## src/rtl/seq_pattern_detector_if.sv

```systemverilog
// Bundles the serial stream, control and result signals of seq_pattern_detector.
// The stimulus side takes the master modport and the detector takes the slave modport.
interface seq_pattern_detector_if #(
    parameter int unsigned PAT_W = 3,
    parameter int unsigned CNT_W = 8
);
    logic             en;
    logic             in;
    logic [PAT_W-1:0] pattern;
    logic             overlap;
    logic             clear;
    logic             match;
    logic [CNT_W-1:0] count;
    logic             sat;

    modport master (
        output en, in, pattern, overlap, clear,
        input  match, count, sat
    );

    modport slave (
        input  en, in, pattern, overlap, clear,
        output match, count, sat
    );
endinterface

```

## src/rtl/seq_pattern_detector.sv

```systemverilog
// Serial detector for a run-time-programmable PAT_W-bit pattern, with optional overlap,
// an enable qualifier and a saturating match counter. All outputs are registered.
module seq_pattern_detector #(
    parameter int unsigned PAT_W = 3,
    parameter int unsigned CNT_W = 8
) (
    input logic                  clk,
    input logic                  reset,
    seq_pattern_detector_if.slave det_if
);
    localparam int unsigned FillW = $clog2(PAT_W + 1);
    localparam logic [FillW-1:0] FillFull = FillW'(PAT_W);

    logic [PAT_W-1:0] hist_q, hist_d, hist_shift;
    logic [FillW-1:0] fill_q, fill_d, fill_inc;
    logic [CNT_W-1:0] count_q, count_d;
    logic             match_q, match_d;
    logic             sat_q, sat_d;
    logic             hit;

    always_comb begin
        hist_shift = {hist_q[PAT_W-2:0], det_if.in};
        fill_inc   = (fill_q == FillFull) ? fill_q : fill_q + FillW'(1);
        hit        = (fill_inc == FillFull) && (hist_shift == det_if.pattern);

        hist_d  = hist_q;
        fill_d  = fill_q;
        count_d = count_q;
        sat_d   = sat_q;
        match_d = 1'b0;

        if (det_if.clear) begin
            hist_d  = '0;
            fill_d  = '0;
            count_d = '0;
            sat_d   = 1'b0;
        end else if (det_if.en) begin
            hist_d  = hist_shift;
            // A non-overlapping hit makes the next match wait for PAT_W fresh bits.
            fill_d  = (hit && !det_if.overlap) ? '0 : fill_inc;
            match_d = hit;
            if (hit && (count_q != '1)) begin
                count_d = count_q + CNT_W'(1);
                if (count_d == '1) begin
                    sat_d = 1'b1;
                end
            end
        end
    end

    always_ff @(posedge clk or posedge reset) begin
        if (reset) begin
            hist_q  <= '0;
            fill_q  <= '0;
            count_q <= '0;
            match_q <= 1'b0;
            sat_q   <= 1'b0;
        end else begin
            hist_q  <= hist_d;
            fill_q  <= fill_d;
            count_q <= count_d;
            match_q <= match_d;
            sat_q   <= sat_d;
        end
    end

    assign det_if.match = match_q;
    assign det_if.count = count_q;
    assign det_if.sat   = sat_q;
endmodule

```

## src/flat_wrapper.sv

```systemverilog
// flat-port wrapper written by rule: the top's interface ports become plain ports
module seq_pattern_detector_flat 
#(
    parameter int unsigned PAT_W = 3,
    parameter int unsigned CNT_W = 8
)
  (clk, reset, det_if_en, det_if_in, det_if_pattern, det_if_overlap, det_if_clear, det_if_match, det_if_count, det_if_sat);
  seq_pattern_detector_if #(.PAT_W(PAT_W), .CNT_W(CNT_W)) det_if_i ();
  input logic clk;
  input logic reset;
  input wire logic [$bits(det_if_i.en)-1:0] det_if_en;
  input wire logic [$bits(det_if_i.in)-1:0] det_if_in;
  input wire logic [$bits(det_if_i.pattern)-1:0] det_if_pattern;
  input wire logic [$bits(det_if_i.overlap)-1:0] det_if_overlap;
  input wire logic [$bits(det_if_i.clear)-1:0] det_if_clear;
  output wire logic [$bits(det_if_i.match)-1:0] det_if_match;
  output wire logic [$bits(det_if_i.count)-1:0] det_if_count;
  output wire logic [$bits(det_if_i.sat)-1:0] det_if_sat;
  assign det_if_i.en = det_if_en;
  assign det_if_i.in = det_if_in;
  assign det_if_i.pattern = det_if_pattern;
  assign det_if_i.overlap = det_if_overlap;
  assign det_if_i.clear = det_if_clear;
  assign det_if_match = det_if_i.match;
  assign det_if_count = det_if_i.count;
  assign det_if_sat = det_if_i.sat;
  seq_pattern_detector #(.PAT_W(PAT_W), .CNT_W(CNT_W)) u_core (.clk(clk), .reset(reset), .det_if(det_if_i));
endmodule
```

## config.mk

```make
export PLATFORM = sky130hd
export DESIGN_NAME = seq_pattern_detector_flat
export DESIGN_NICKNAME = d
export VERILOG_FILES = /design/src/rtl/seq_pattern_detector_if.sv /design/src/rtl/seq_pattern_detector.sv /design/src/flat_wrapper.sv
export SDC_FILE = /design/constraint.sdc
export NUM_CORES = 1
export LEC_CHECK = 0
export CORE_UTILIZATION = 38
export CTS_CLUSTER_SIZE = 40
export DETAILED_ROUTE_END_ITERATION = 8
export GPL_TIMING_DRIVEN = 0
export HOLD_SLACK_MARGIN = 0.08
export PLACE_DENSITY = 0.74
export RECOVER_POWER = 50
export SYNTH_ARGS = -nofsm -noshare
export SYNTH_HDL_FRONTEND = slang
export SYNTH_SLANG_ARGS = --single-unit
export TNS_END_PERCENT = 1
```

## constraint.sdc

```tcl
create_clock -name clk -period 2.29 [get_ports clk]
set_clock_uncertainty 0.1 [all_clocks]
set_input_delay 0.458 -clock clk [delete_from_list [all_inputs] [get_ports clk]]
set_output_delay 0.458 -clock clk [all_outputs]
set_load 0.02 [all_outputs]
```

==> impl_results.md, run 1 <==
- Setup slack at placement: -0.00167 ns
- Critical path buffers and inverters: 1
- Yosys reg bits: 14
- IO Pins: 19
- GRT overflow: 0
- Initial antenna violation count: 0
- Nets@finish: 117
- N_diodes: 0
- CTS tree: yes
- Die area: 2410 µm²
- Layout cells sized above 1: 11.4%
- PwrDens: 447 nW/µm²
- DR iter-0 viols: 13
- Final Non-Filler Cells: 132
- Setup TNS: 0 ns
- Largest net degree at the start of global routing: 15
- Clock latency on the worst-skew pair: 0.28 ns
- Mapped Nets: 95
- DPL Wire Length: 1260 µm
- Minimum clock period: 2.00 ns
- Final Hold Vio Count: 0
- Final worst slack: 0.293 ns
- Peak supply drop: 0.269 mV
- Syn Area/Cell: 10.0 µm²
- Die X: 49.1 µm
- DR pass1 iterations: 5
- Worst Path Arrival: 1.44 ns
- Maxcap violations: 0
- Clock transition at path regs: 0.09 ns
- Largest fanout on the critical path: 7
- Number of core rows: 16
- Max H-tree Level: 1
- Post-Syn Instances: 84
- Slew headroom: 64.0%
- Status: finished clean
- Post-Route WL: 1750 µm
- DRC violations left: 0
- Post-CTS setup buffers: 0
- Crit-path cells: clkdlybuf4s50_1
- Antenna violation net count after detailed routing: 0
- Placed cell area: 1050 µm²
- Delay-heaviest family, CP: buffers and inverters
- Height of the die: 49.1 µm
- Max Slew Vio Count: 0
- # resized after CTS: 0
- Most frequent cells in the layout: 15 x clkdlybuf4s50_1, 14 x dfrtp_1, 8 x inv_1
- Initial Utilization: 41.7%
- Max stage delay on crit path: 0.66 ns
- Kind of end point of the critical path: output pin
- Distinct cells, synth: 33
- Routability cong.: 0.770
- Worst slew pin tran: 0.540 ns
- Critical path startpoint category: flop
- WL/cell: 13.2 µm
- Vias/cell: 5.29
- DR vias: 698
- Fmax: 0.501 GHz
- Fin crit share: 87.2%
- Global-route wire length before repair: 3040 µm
- DP Cell Count: 128
- # hold bufs at CTS: 0
- Setup violations, final: 0
- RSZ-0062 raised after global routing: false
- Worst EP required: 1.73 ns
- # port buffers: 17
- CP max stage cell: clkdlybuf4s50_1
- Leakage power: 0.000449 µW
- Worst Path Class, Setup: reg2out
- Worst Hold Class: in2reg
- Cts bufs inserted: 3
- Final std cell area, no fill: 1080 µm²
- Clock sinks: 14
- Commonest non-fill, non-tap cell in the layout: clkdlybuf4s50_1
- YS warnings: 0
- Sequential area share after synthesis: 41.5%
- Area of the core: 2020 µm²
- Post-Syn Area: 843 µm²
- Root buffer cell: clkbuf_4
- Area growth, synth to finish: 28.5%
- GRT Total Usage: 16.7%
- Vias in the first global route: 652
- CTS Buffer Depth: 2
## synthesized netlist by cell type (all sizes together)
cell type / count / area [µm²]
ha: 2 / 25.0
inv: 8 / 30.0
a31oi: 2 / 12.5
nand3: 4 / 25.0
mux2: 1 / 11.3
nor3b: 1 / 7.51
a211oi: 1 / 7.51
nand2: 4 / 15.0
clkbuf: 1 / 3.75
buf: 2 / 10.0
or3: 3 / 18.8
nor3: 2 / 21.3
mux2i: 2 / 20.0
o21ai: 2 / 10.0
nor2: 6 / 22.5
nand2b: 1 / 6.26
xnor2: 5 / 66.3
o311ai: 2 / 17.5
nor2b: 1 / 6.26
o32ai: 1 / 8.76
nand4b: 1 / 23.8
nor4: 1 / 6.26
o221ai: 1 / 8.76
or4: 3 / 22.5
o31ai: 1 / 7.51
o41ai: 3 / 26.3
a21oi: 6 / 30.0
dfrtp: 14 / 350
nand4: 2 / 12.5
o211a: 1 / 10.0
## flip-flops by register name (all words and copies together), names as in the netlist
| name | count |
|---|---|
| u_core.det_if.count | 8 |
| u_core.fill_q | 2 |
| u_core.det_if.sat | 1 |
| u_core.det_if.match | 1 |
| u_core.hist_q | 2 |
## final cells by class
type                       count  area [µm²]
sequential                    14         350
tap                           27        33.8
multi-input combinational     59         449
clock buffer                   4        36.3
fill                         187         938
timing repair buffer          17         170
inverter                       8        30.0
buffer                         3        13.8
## logic make-up after synthesis
logic type	count (synthesis)	synth area share, %
AOI/OAI and AO/OA	20	16.5
xor gates and xnor gates	5	7.86
adders and majority gates	2	2.97
buffers and inverters	11	5.19
DFF	14	41.5
muxes	3	3.71
and+or+nand+nor	29	22.3
## stage by stage
stage	hold slack (ns)	util, %	power [µW]
3_5_place_dp	0.406	51.8	311
6_report	0.358	53.6	485
2_1_floorplan	0.247	-	289
5_1_grt	0.370	53.6	508
3_3_place_gp	0.408	51.8	309
4_1_cts	0.357	53.6	492
## path summary, 6_finish.rpt
check                                        from                endpoint  cells past startpoint  slack [ns]
hold reg to reg                 u_core.det_if.sat       u_core.det_if.sat                      2        0.43
setup reg to reg           u_core.det_if.count[1]  u_core.det_if.count[5]                      5        0.38
hold / removal                          det_if_en        u_core.fill_q[1]                      2        0.36
min in group asynchronous                   reset  u_core.det_if.count[7]                      2        0.55
setup / recovery           u_core.det_if.count[3]         det_if_count[3]                      1        0.29
max in group asynchronous                   reset  u_core.det_if.count[1]                      2        1.18
## power breakdown
group          total [µW]  leakage, µW  internal, µW  switching (µW)
Clock                 180    0.0000210          96.7            83.3
Sequential            256     0.000193           251            4.72
Combinational        48.8     0.000235          23.7            25.1
Total                 485     0.000449           372             113
## metal layers
layer  part of all wire (%)  wire length [µm]  GRT usage, %  vias up
li1                       -                 -             -      353
met1                     52               905          23.5      329
met2                     44               777          24.4       12
met3                    1.9                34          2.80        4
met4                    1.7                29          8.82        0
met5                      0                 0             0        -
Note: power is estimated with default switching activity, not from simulation.
==> inputs of run 2 (changes only) <==
--- a/config.mk
+++ b/config.mk
@@ -6,7 +6,7 @@
 export NUM_CORES = 1
 export LEC_CHECK = 0
 export CORE_UTILIZATION = 38
-export CTS_CLUSTER_SIZE = 40
+export CTS_CLUSTER_SIZE = 14
 export DETAILED_ROUTE_END_ITERATION = 8
 export GPL_TIMING_DRIVEN = 0
 export HOLD_SLACK_MARGIN = 0.08
==> results of run 2 <==
Same layout as run 1: the final DEF is identical, and so are final timing and power.
==> inputs of run 3 (changes only) <==
--- a/config.mk
+++ b/config.mk
@@ -5,6 +5,7 @@
 export SDC_FILE = /design/constraint.sdc
 export NUM_CORES = 1
 export LEC_CHECK = 0
+export ABC_AREA = 1
 export CORE_UTILIZATION = 38
 export CTS_CLUSTER_SIZE = 14
 export DETAILED_ROUTE_END_ITERATION = 8
==> impl_results.md, run 3 <==
- Worst EP required: 1.73 ns (about the same)
- Slew headroom: 63.3% (-0.67 points)
- Antenna violation net count after detailed routing: 0 (unchanged)
- Final core occ: 54.3% (+0.70 points)
- Maxcap violations: 0 (unchanged)
- N_diodes: 0 (unchanged)
- Largest fanout on the critical path: 7 (unchanged)
- Post-synth EDFFs: 0 (unchanged)
- Setup violations, final: 0 (unchanged)
- Post-Syn Area: 858 µm² (+1.8%)
- Final Hold Vio Count: 0 (unchanged)
- CP max stage cell: clkdlybuf4s50_1
- Clock sinks: 14 (unchanged)
- Yosys reg bits: 14 (unchanged)
- Minimum clock period: 1.95 ns (-0.0464 ns)
- YS warnings: 0 (unchanged)
- DR pass1 iterations: 4 (-1)
- Fmax: 0.513 GHz (+2.4%)
- Initial antenna violation count: 0 (unchanged)
- IO Pins: 19 (unchanged)
- Cts bufs inserted: 3 (unchanged)
- Global-route wire length before repair: 3350 µm (+10%)
- Syn Area/Cell: 7.21 µm² (-28%)
- Crit path from: u_core.det_if.count[1]
- Post-Syn Instances: 119 (+42%)
- DPL Wire Length: 1330 µm (+5.6%)
- Vias in the first global route: 773 (+19%)
- Layout cells sized above 1: 12.8% (+1.3 points)
- Vias/cell: 4.65 (-12%)
- GRT overflow: 0 (unchanged)
- DR iter-0 viols: 5 (-8)
- GRT Total Usage: 17.9% (+1.2 points)
- Largest net degree at the start of global routing: 15 (unchanged)
- Commonest non-fill, non-tap cell in the layout: nand2_1
- # port buffers: 18 (+1)
- Crit-path cells: clkdlybuf4s50_1
- DR vias: 782 (+12%)
- Share of the synthesized area in the top cell type: 40.8% (-0.73 points)
- Root buffer cell: clkbuf_4
- Nets@finish: 153 (+31%)
- Delay-heaviest family, CP: buffers and inverters
- CTS tree: yes
- Peak supply drop: 0.294 mV (+9.3%)
- Worst Path Class, Setup: reg2out
- Worst Hold Slack: 0.436 ns (+0.0775 ns)
- Max stage delay on crit path: 0.64 ns (-0.02 ns)
- Worst Path Arrival: 1.39 ns (-0.05 ns)
- Setup TNS: 0 ns (unchanged)
- Async set-reset flop share out of synthesis: 100% (unchanged)
- Worst slew pin tran: 0.550 ns (+0.0101 ns)
- CTS Buffer Depth: 2 (unchanged)
- Ys flop type: dfrtp_1
- Max H-tree Level: 1 (unchanged)
- RSZ-0062 raised after global routing: false
- Leakage power: 0.000503 µW (+12%)
- Number of core rows: 16 (unchanged)
- Post-CTS setup buffers: 0 (unchanged)
- Fin crit share: 85.2% (-2.0 points)
- PwrDens: 446 nW/µm² (-0.39%)
- Area growth, synth to finish: 29.2%
- Worst flop-to-flop path startpoint: u_core.det_if.count[1]
- Die X: 49.5 µm (+0.85%)
- # hold bufs at CTS: 0 (unchanged)
- Design Power: 494 µW (+1.9%)
- Kind of end point of the critical path: output pin
- Status: finished clean
- Mapped Nets: 130 (+37%)
- Post-Route WL: 1800 µm (+3.2%)
- Distinct cells, synth: 20 (-39%)
- Largest cells by area after synthesis: dfrtp_1 41%, nand2_1 15%, inv_1 8.7%, nand3_1 5.2%, o21ai_1 4.1%
- Sequential area share after synthesis: 40.8% (-0.73 points)
- Max Slew Vio Count: 0 (unchanged)
- # resized after CTS: 0 (unchanged)
- Critical path buffers and inverters: 1 (unchanged)
- Max reg flops: 8 (unchanged)
- Height of the die: 49.5 µm (+0.85%)
- Count leader, synth: nand2_1
- Synth top cells by count: 34 x nand2_1, 20 x inv_1, 14 x dfrtp_1
- Largest area contributor in the netlist: dfrtp_1
- Critical path startpoint category: flop
- Most frequent cells in the layout: 34 x nand2_1, 21 x inv_1, 16 x clkdlybuf4s50_1
- DRC violations left: 0 (unchanged)
- Die area: 2450 µm² (+1.7%)
- Clock latency on the worst-skew pair: 0.28 ns (about the same)
- Hold_sp: u_core.det_if.sat
- Initial Utilization: 42.0% (+0.33 points)
- WL/cell: 10.7 µm (-19%)
- Worst Hold Class: reg2reg
- Area of the core: 2040 µm² (+0.99%)
- Routability cong.: 0.770 (about the same)
- Clock transition at path regs: 0.09 ns (about the same)
[run 3: cell count changes in the layout (fill, tap and decap cells not counted), moves of 6 or more]
cell / previous run / this run
nand2_1: 4 / 34
inv_1: 8 / 21
nand3_1: 3 / 9
o21ai_1: 0 / 7
[run 3: final cells by class]
cell class	count	area, µm²
fillers	207	933
multi-input cells	81	418
clock buffers	4	36.3
well taps	27	33.8
flip-flops and latches	14	350
inverters	24	90.1
repair buffers	18	180
[run 3: cells by family after synthesis]
family / Yosys count / synth area share [%]
buf+inv: 24 / 10.5
simple gates: 61 / 33.4
compound gates: 18 / 12.4
flops: 14 / 40.8
fa+ha+maj: 2 / 2.91
[run 3: final timing paths]
kind / cells after the start / to / slack [ns]
worst max-delay path: 1 / det_if_count[1] / 0.34
worst min-delay path: 2 / u_core.det_if.sat / 0.44
worst max register to register: 8 / u_core.det_if.count[2] / 0.65
worst min register to register: 2 / u_core.det_if.sat / 0.44
max in group asynchronous: 2 / u_core.det_if.count[7] / 1.17
min in group asynchronous: 2 / u_core.det_if.match / 0.56
[run 3: where the power goes]
group | switching (µW) | internal [µW] | total, µW | leakage (µW)
registers | 4.36 | 253 | 257 | 0.000193
logic | 31.0 | 23.1 | 54.1 | 0.000289
clock network | 85.6 | 96.8 | 182 | 0.0000210
[run 3: per-stage QoR]
step                      instances  setup slack [ns]  cell area (µm²)
final                           168             0.339             1110
after floorplan                 119             0.710              858
after global routing            168             0.278             1110
after CTS                       168             0.323             1110
after global placement          164             0.343             1070
after detailed placement        164             0.338             1070
[run 3: layer usage]
layer	part of all wire [%]	global-route usage, %
met3	3.3	3.09
met2	44	26.8
met4	1.9	8.57
met1	51	24.8
met5	0	0
